===== src/rtl/doodler_physics_if.sv =====
// Frame-tick inputs and sprite-state outputs of the doodler motion engine.
// The master drives tick/keyboard/collision; the slave is the physics block.
interface doodler_physics_if;
    logic       frame_clk;
    logic [7:0] keycode;
    logic       plat_hit;
    logic [9:0] DoodleX;
    logic [9:0] DoodleY;
    logic [5:0] vel_y;
    logic [5:0] scroll_amt;
    logic       scroll_valid;
    logic       game_over;
    logic       update_done;

    modport master (
        output frame_clk, keycode, plat_hit,
        input  DoodleX, DoodleY, vel_y, scroll_amt, scroll_valid, game_over, update_done
    );

    modport slave (
        input  frame_clk, keycode, plat_hit,
        output DoodleX, DoodleY, vel_y, scroll_amt, scroll_valid, game_over, update_done
    );
endinterface


===== src/rtl/doodler_physics.sv =====
// Per-frame player motion: gravity, steering with wrap, platform bounce,
// camera-scroll requests and the IDLE/PLAY/DEAD game state.
module doodler_physics (
    input  logic               Clk,
    input  logic               Reset_n,
    doodler_physics_if.slave   bus
);
    localparam logic [9:0]        XMax       = 10'd639;
    localparam logic [9:0]        XStep      = 10'd2;
    localparam logic [9:0]        StartX     = 10'd320;
    localparam logic [9:0]        StartY     = 10'd400;
    localparam logic signed [11:0] YFloor    = 12'sd471;
    localparam logic signed [11:0] ScrollLine = 12'sd120;
    localparam logic signed [5:0] Gravity    = 6'sd1;
    localparam logic signed [5:0] JumpVel    = -6'sd12;
    localparam logic signed [5:0] VMax       = 6'sd12;
    localparam logic [7:0]        KeyLeft    = 8'h04;
    localparam logic [7:0]        KeyRight   = 8'h07;
    localparam logic [7:0]        KeyStart   = 8'h2C;

    typedef enum logic [1:0] {StIdle, StPlay, StDead} state_e;

    state_e            state_q, state_d;
    logic              frame_q;
    logic [9:0]        x_q, x_d;
    logic [9:0]        y_q, y_d;
    logic signed [5:0] vy_q, vy_d;
    logic [5:0]        scroll_amt_q, scroll_amt_d;
    logic              scroll_valid_q, scroll_valid_d;
    logic              done_q, done_d;

    logic              tick;
    logic signed [5:0] vy_grav;
    logic signed [5:0] vy_nx;
    logic signed [11:0] y_nx;
    logic [9:0]        x_nx;

    assign tick = bus.frame_clk & ~frame_q;

    // Candidate motion for a PLAY tick; bounce only counts while not rising.
    always_comb begin
        vy_grav = (vy_q >= VMax) ? VMax : vy_q + Gravity;
        vy_nx   = (bus.plat_hit && !vy_q[5]) ? JumpVel : vy_grav;
        y_nx    = {2'b00, y_q} + {{6{vy_nx[5]}}, vy_nx};
        unique case (bus.keycode)
            KeyLeft:  x_nx = (x_q < XStep) ? XMax : x_q - XStep;
            KeyRight: x_nx = (x_q > XMax - XStep) ? 10'd0 : x_q + XStep;
            default:  x_nx = x_q;
        endcase
    end

    always_comb begin
        state_d        = state_q;
        x_d            = x_q;
        y_d            = y_q;
        vy_d           = vy_q;
        scroll_amt_d   = scroll_amt_q;
        scroll_valid_d = 1'b0;
        // Every tick is treated as a position update, including held IDLE/DEAD frames.
        done_d         = tick;
        unique case (state_q)
            StIdle: begin
                if (tick && bus.keycode == KeyStart) begin
                    state_d = StPlay;
                    vy_d    = JumpVel;
                end
            end
            StPlay: begin
                if (tick) begin
                    x_d = x_nx;
                    if (y_nx > YFloor) begin
                        y_d     = YFloor[9:0];
                        vy_d    = 6'sd0;
                        state_d = StDead;
                    end else if (y_nx < ScrollLine) begin
                        y_d            = ScrollLine[9:0];
                        vy_d           = vy_nx;
                        scroll_amt_d   = 6'(ScrollLine - y_nx);
                        scroll_valid_d = 1'b1;
                    end else begin
                        y_d  = y_nx[9:0];
                        vy_d = vy_nx;
                    end
                end
            end
            StDead: begin
                if (tick && bus.keycode == KeyStart) begin
                    state_d = StIdle;
                    x_d     = StartX;
                    y_d     = StartY;
                    vy_d    = 6'sd0;
                end
            end
            default: state_d = StIdle;
        endcase
    end

    always_ff @(posedge Clk or negedge Reset_n) begin
        if (!Reset_n) begin
            state_q        <= StIdle;
            frame_q        <= 1'b0;
            x_q            <= StartX;
            y_q            <= StartY;
            vy_q           <= 6'sd0;
            scroll_amt_q   <= 6'd0;
            scroll_valid_q <= 1'b0;
            done_q         <= 1'b0;
        end else begin
            state_q        <= state_d;
            frame_q        <= bus.frame_clk;
            x_q            <= x_d;
            y_q            <= y_d;
            vy_q           <= vy_d;
            scroll_amt_q   <= scroll_amt_d;
            scroll_valid_q <= scroll_valid_d;
            done_q         <= done_d;
        end
    end

    assign bus.DoodleX      = x_q;
    assign bus.DoodleY      = y_q;
    assign bus.vel_y        = vy_q;
    assign bus.scroll_amt   = scroll_amt_q;
    assign bus.scroll_valid = scroll_valid_q;
    assign bus.game_over    = (state_q == StDead);
    assign bus.update_done  = done_q;
endmodule

===== src/flat_wrapper.sv =====
// flat-port wrapper written by rule: the top's interface ports become plain ports
module doodler_physics_flat 
  (Clk, Reset_n, bus_frame_clk, bus_keycode, bus_plat_hit, bus_DoodleX, bus_DoodleY, bus_vel_y, bus_scroll_amt, bus_scroll_valid, bus_game_over, bus_update_done);
  doodler_physics_if bus_i ();
  input  logic Clk;
  input  logic Reset_n;
  input wire logic [$bits(bus_i.frame_clk)-1:0] bus_frame_clk;
  input wire logic [$bits(bus_i.keycode)-1:0] bus_keycode;
  input wire logic [$bits(bus_i.plat_hit)-1:0] bus_plat_hit;
  output wire logic [$bits(bus_i.DoodleX)-1:0] bus_DoodleX;
  output wire logic [$bits(bus_i.DoodleY)-1:0] bus_DoodleY;
  output wire logic [$bits(bus_i.vel_y)-1:0] bus_vel_y;
  output wire logic [$bits(bus_i.scroll_amt)-1:0] bus_scroll_amt;
  output wire logic [$bits(bus_i.scroll_valid)-1:0] bus_scroll_valid;
  output wire logic [$bits(bus_i.game_over)-1:0] bus_game_over;
  output wire logic [$bits(bus_i.update_done)-1:0] bus_update_done;
  assign bus_i.frame_clk = bus_frame_clk;
  assign bus_i.keycode = bus_keycode;
  assign bus_i.plat_hit = bus_plat_hit;
  assign bus_DoodleX = bus_i.DoodleX;
  assign bus_DoodleY = bus_i.DoodleY;
  assign bus_vel_y = bus_i.vel_y;
  assign bus_scroll_amt = bus_i.scroll_amt;
  assign bus_scroll_valid = bus_i.scroll_valid;
  assign bus_game_over = bus_i.game_over;
  assign bus_update_done = bus_i.update_done;
  doodler_physics u_core (.Clk(Clk), .Reset_n(Reset_n), .bus(bus_i));
endmodule

===== config.mk =====
export PLATFORM = sky130hd
export DESIGN_NAME = doodler_physics_flat
export DESIGN_NICKNAME = d
export VERILOG_FILES = /design/src/rtl/doodler_physics_if.sv /design/src/rtl/doodler_physics.sv /design/src/flat_wrapper.sv
export SDC_FILE = /design/constraint.sdc
export NUM_CORES = 1
export LEC_CHECK = 0
export ABC_AREA = 1
export CORE_ASPECT_RATIO = 0.75
export CORE_MARGIN = 5
export CORE_UTILIZATION = 55
export DETAILED_ROUTE_END_ITERATION = 10
export GPL_ROUTABILITY_DRIVEN = 0
export HOLD_SLACK_MARGIN = 0.15
export PLACE_DENSITY_LB_ADDON = 0.2
export REMOVE_ABC_BUFFERS = 1
export SKIP_LAST_GASP = 1
export SLEW_MARGIN = 10
export SYNTH_ARGS = -nofsm -noshare
export SYNTH_HDL_FRONTEND = slang
export SYNTH_SLANG_ARGS = --single-unit

===== constraint.sdc =====
create_clock -name Clk -period 4 [get_ports Clk]
set_input_delay 0.8 -clock Clk [delete_from_list [all_inputs] [get_ports Clk]]
set_output_delay 0.8 -clock Clk [all_outputs]
set_load 0.02 [all_outputs]

; ---- After elaboration in Yosys (flattened, before gate mapping)
; Cells that the tools add are included.
[classes]
order_cmp = 5
addsub = 5
mux = 27
eq_ne = 10
bitwise = 3
reduce_logical = 11
[op_table]
columns = cell, n
row1 = 10-bit two-way mux, 8
row2 = 10-bit case mux with 2 select lines, 3
row3 = 6-bit two-way mux, 6
row4 = 6-bit case mux with 3 select lines, 1
row5 = 8-bit by 3-bit == test with 1-bit output (second input constant), 2
row6 = 4-bit AND reduction, 4
row7 = 11-bit by 6-bit adder with 12-bit output, 1
row8 = 12-bit by 10-bit > comparator with 1-bit output (second input constant), 1
row9 = 12-bit by 8-bit < comparator with 1-bit output (second input constant), 1
row10 = 10-bit by 2-bit adder with 10-bit output (second input constant), 1
row11 = 10-bit > comparator (second input constant), 1
row12 = 10-bit by 2-bit < comparator with 1-bit output (second input constant), 1
row13 = 10-bit by 2-bit subtractor with 10-bit output (second input constant), 1
row14 = 8-bit by 6-bit == test with 1-bit output (second input constant), 1
row15 = 2-bit two-way mux, 4
row16 = 2-bit by 1-bit inequality test with 1-bit output (second input constant), 4
row17 = 6-bit by 2-bit adder with 6-bit output (second input constant), 1
row18 = 6-bit by 5-bit >= comparator with 1-bit output (second input constant), 1
row19 = 2-bit case mux with 3 select lines, 1
row20 = 4-bit by 6-bit subtractor with 6-bit output (first input constant), 1
row21 = 1-bit two-way mux, 4
row22 = 3-bit inequality test (second input constant), 1
row23 = 3-bit AND reduction, 1
row24 = 3-bit nonzero test, 1
row25 = other kinds (8), 10
[word_totals]
elab_cells = 69
ff_bits = 37
input_bits = 12

; ---- Longest topological paths before layout
[depth]
depth_word = 9
mapped_depth = 22
depth_no_buf = 22

; ---- Least setup slack after synthesis
; Ideal clock, no wire load.
[synth_path]
kind = input port to flip-flop
startpoint = input port bus_plat_hit
endpoint = register u_core.scroll_amt_q[5] (netlist: u_core.bus.scroll_amt[5])
stages = 19
path_slack_ps = 805
t_arrival_ps = 3073
required_time_ps = 3878
setup_ps = 122
path_cell_list = nand2_1 inv_1 nor3_1 ha_1 inv_1 fa_1 inv_1 nand3_1 nand3_1 nand2_1 nand3_1 nand2_2 a21oi_1 o21ai_1 o21ai_4 nand3_2 buf_6 nand2_1 o21ai_2
[synth_via]
elab_chain_len = 6
[synth_rtl]
columns = element, line
row1 = from (decl), flat_wrapper.sv:9  ; input wire logic [$bits(bus_i.plat_hit)-1:0] bus_plat_hit;
row2 = 1-bit logical AND *, doodler_physics.sv:43  ; vy_nx = (bus.plat_hit && !vy_q[5]) ? JumpVel : vy_grav;
row3 = 6-bit two-way mux *, doodler_physics.sv:43
row4 = 11-bit by 6-bit adder with 12-bit output *, doodler_physics.sv:44  ; y_nx = {2'b00, y_q} + {{6{vy_nx[5]}}, vy_nx};
row5 = 12-bit by 10-bit > comparator with 1-bit output, doodler_physics.sv:71  ; if (y_nx > YFloor) begin
row6 = 1-bit NOT (no source line), n/a
row7 = 4-bit AND reduction (no source line), n/a
row8 = to (signal assigned), doodler_physics.sv:114  ; scroll_amt_q <= scroll_amt_d;
row9 = to (decl), doodler_physics.sv:28  ; logic [5:0] scroll_amt_q, scroll_amt_d;
; Mark *: on every way between the ends. The rest lies on a longest branch, timed or not.
; A chain may end at the register's enable or synchronous reset.

; ---- Worst setup path in the final report
[layout_path]
startpoint = input port bus_plat_hit
endpoint = register u_core.scroll_amt_q[1] (netlist: u_core.bus.scroll_amt[1])
; The elaborated chain is that of the path after synthesis.

==> impl_results.md <==
* Status: finished, final reports clean
* Initial antenna violation count at 0
* CTS buffer count at 5
* Core footprint at ~5300 sq um
* Die area at approximately 7000 sq um
* Slew @ Worst Pin at a little under 800 ps
* Total grt overflow at 0
* Most common cell after layout, fill and taps aside: nand2_1
* Violation count after the first detailed-route iteration at ~250
* Total GRT Usage at 0.233
* Vias in the first global route at between 2000 and 3000
* Via density at approximately 5.4
* Period utilization at 0.913
* Root buf cell: clkbuf_8
* Die height at 73.9 um
* Type of the worst setup path: in2reg
* Achievable clock frequency at 274 MHz
* Initial Util at 0.563
* R2r worst-path depth at 20
* CP max-delay cell: clkdlybuf4s50_1
* Final HPWL DP at 6.16 mm
* TNS Setup at 0 ps
* Slew margin rel. at 0.471
* IO Port Bufs at 46
* Max Slew Vio Count at 0
* Drt drc at 0
* YS warnings at 0
* Synthesized area at approximately 3000 sq um
* Max-cap viol count at 0
* Crit path from: bus_plat_hit
* Hold Crit Class: reg2reg
* Sequential element share of the synthesized area at 0.311
* Worst Hold Depth at 2
* Layout fillers at 455
* H-tree depth at 2
* Die X at ~95 um
* DR WL/cell at approximately 14 um
* Setup crit end kind: flop
* Commonest cells after routing, fill and taps aside: 111 x nand2_1, 72 x inv_1, 45 x clkdlybuf4s50_1
* # setup viols final at 0
* Worst hold endpoint: u_core.bus.scroll_amt[5]
* Critical path data arrival time at roughly 3900 ps
* CP Cell Sequence: clkdlybuf4s50_1 -> nand2_1 -> inv_1 -> nor3_2 -> ha_1 -> inv_1 -> fa_1 -> inv_1 -> nand3_1 -> nand3_1 -> nand2_1 -> nand3_1 -> nand2_2 -> a21oi_1 -> o21ai_1 -> o21ai_4 -> nand3_2 -> inv_1 -> nand2_1 -> nand2_1
* # rows at 23
* Largest net degree at the start of global routing at 38
* Worst R2R End: u_core.bus.scroll_amt[1]
* Drt pass-1 iters at 4
* Detailed Route WL at 7.69 mm
* Hold path start: u_core.bus.scroll_amt[5]
* Largest stage delay on the critical path at ~400 ps
* Reg-to-reg startpoint: u_core.bus.vel_y[5]
* Synth async-reset ratio at 1.00
* CP bufs+invs at 5
* RSZ-0062 raised after global routing: no
* Proportion of layout cells with a drive suffix above 1 at 0.0811
* Clock latency at the later pin of the worst-skew pair at ~290 ps
* Hold Buf Count CTS at 0
* # IOs at 47
* Synth unique cells at 38
* Clock sink total at 37
* Top FF cell, synth: dfrtp_1
* Antenna viol nets, final at 0
* Ant. Diodes at 0
* Critical-path maximum fanout at 11
* Hold Vio Cnt, Final at 0
* CTS tree: done
* Number of synthesized flops with an enable pin at 0
* CTS Buffer Depth at 2
* Final Skew at around 8.4 ps
* Vias at slightly above 3000
* Syn Inst Count at ~430
* Net count, final at just over 500
* Yosys reg bits at 37
* Crit-path leading delay family: simple AND/OR/NAND/NOR gates
* Clock-pin slew on the worst setup and hold paths at 70 ps
* First-pass GRT wire length at around 13 mm
* Post-Syn Area per Cell at 7.03 sq um
* Startpoint types: input port
* Flop-to-flop setup slack at between 700 and 800 ps
* Postcts setup bufs at 0
* Layout area overhead at 21.4%
* Minimum clock period at between 3000 and 4000 ps
* Worst EP required at around 4200 ps
==> layer usage <==
metal  track usage  share of wire  wire length (um)  vias up
li1              -              -                 -     1485
met1         0.348           0.47              3600     1382
met2         0.347           0.43              3300      139
met3        0.0471          0.094               724       11
met4        0.0528         0.0087                67        0
met5             0              0                 0        -
==> timing repair <==
action | in CTS | in global routing
endpoints found under the hold margin | 0 | 0
gates resized for setup | 0 | 1
endpoints found under the setup margin | 0 | 4
==> kinds of logic (layout without fill, tap and decap cells) <==
logic type | count (synthesis) | after routing | share of synthesized area
xor+xnor | 18 | 18 | 0.0551
buf+inv | 76 | 131 | 0.101
fa+ha+maj | 23 | 23 | 0.0986
compound gates | 58 | 58 | 0.120
flops | 37 | 37 | 0.311
simple gates | 214 | 214 | 0.314
==> Yosys cell counts (3+ instances only) <==
master | number | share of area
nand4_1 | 7 | 0.015
nand3_2 | 4 | 0.013
nor3_1 | 5 | 0.0084
nand2_1 | 111 | 0.14
ha_1 | 22 | 0.092
o21ai_0 | 16 | 0.027
o22ai_1 | 9 | 0.019
o21ai_1 | 4 | 0.0067
a21oi_1 | 13 | 0.022
inv_1 | 72 | 0.090
xor2_1 | 12 | 0.035
nand2_2 | 4 | 0.0084
xnor2_1 | 5 | 0.015
nand3_1 | 34 | 0.057
nor2_1 | 40 | 0.050
dfrtp_1 | 32 | 0.27
dfstp_2 | 5 | 0.044
o21ai_2 | 4 | 0.012
nand3b_1 | 3 | 0.0075
==> worst max path at each step <==
stage / end / slack (ps) / cells past startpoint
after floorplan: u_core.bus.scroll_amt[5] / 770 / 18
after global placement: u_core.bus.scroll_amt[1] / 200 / 20
after detailed placement: u_core.bus.scroll_amt[1] / 30 / 20
after CTS: u_core.bus.scroll_amt[1] / 300 / 20
after global routing: u_core.bus.scroll_amt[3] / 100 / 20
final: u_core.bus.scroll_amt[1] / 350 / 20
==> worst reg2reg max path, delay by kind of cell, from the launching register on <==
kind	cells	cell delay (ps)
simple gates	10	1180
fa+ha+maj	2	640
buf+inv	5	510
compound gates	3	450
flops	1	420
==> sequential cells by signal (all words and copies together), names as in the netlist <==
signal	count
u_core.bus.scroll_valid	1
u_core.bus.update_done	1
u_core.bus.scroll_amt	6
u_core.frame_q	1
u_core.bus.DoodleX	10
u_core.bus.DoodleY	10
u_core.state_q	2
u_core.bus.vel_y	6
==> area by class of cell <==
| cell class | instances | area (sq um) | area share |
|---|---|---|---|
| multi-input combinational | 313 | 1770 | 0.485 |
| sequential | 37 | 932 | 0.256 |
| timing repair buffer | 51 | 493 | 0.136 |
| inverter | 72 | 270 | 0.0743 |
| tap | 75 | 93.8 | 0.0258 |
| clock buffer | 6 | 72.6 | 0.0200 |
| clock inverter | 2 | 10.0 | 0.00275 |
==> per-stage QoR <==
step / instances / worst slack, ps / instance area (sq um) / hold slack [ps] / util
detailed placement: 548 / 29.8 / 3550 / 471 / 0.667
floorplan: 422 / 771 / 2960 / 446 / -
global placement: 548 / 196 / 3550 / 467 / 0.667
global route: 556 / 102 / 3640 / 508 / 0.683
finish: 556 / 347 / 3640 / 485 / 0.683
CTS: 556 / 300 / 3630 / 488 / 0.682
Power is left out: the tool's default activity adds up to more than one toggle a clock period on the data nets, which glitch-free logic cannot reach.
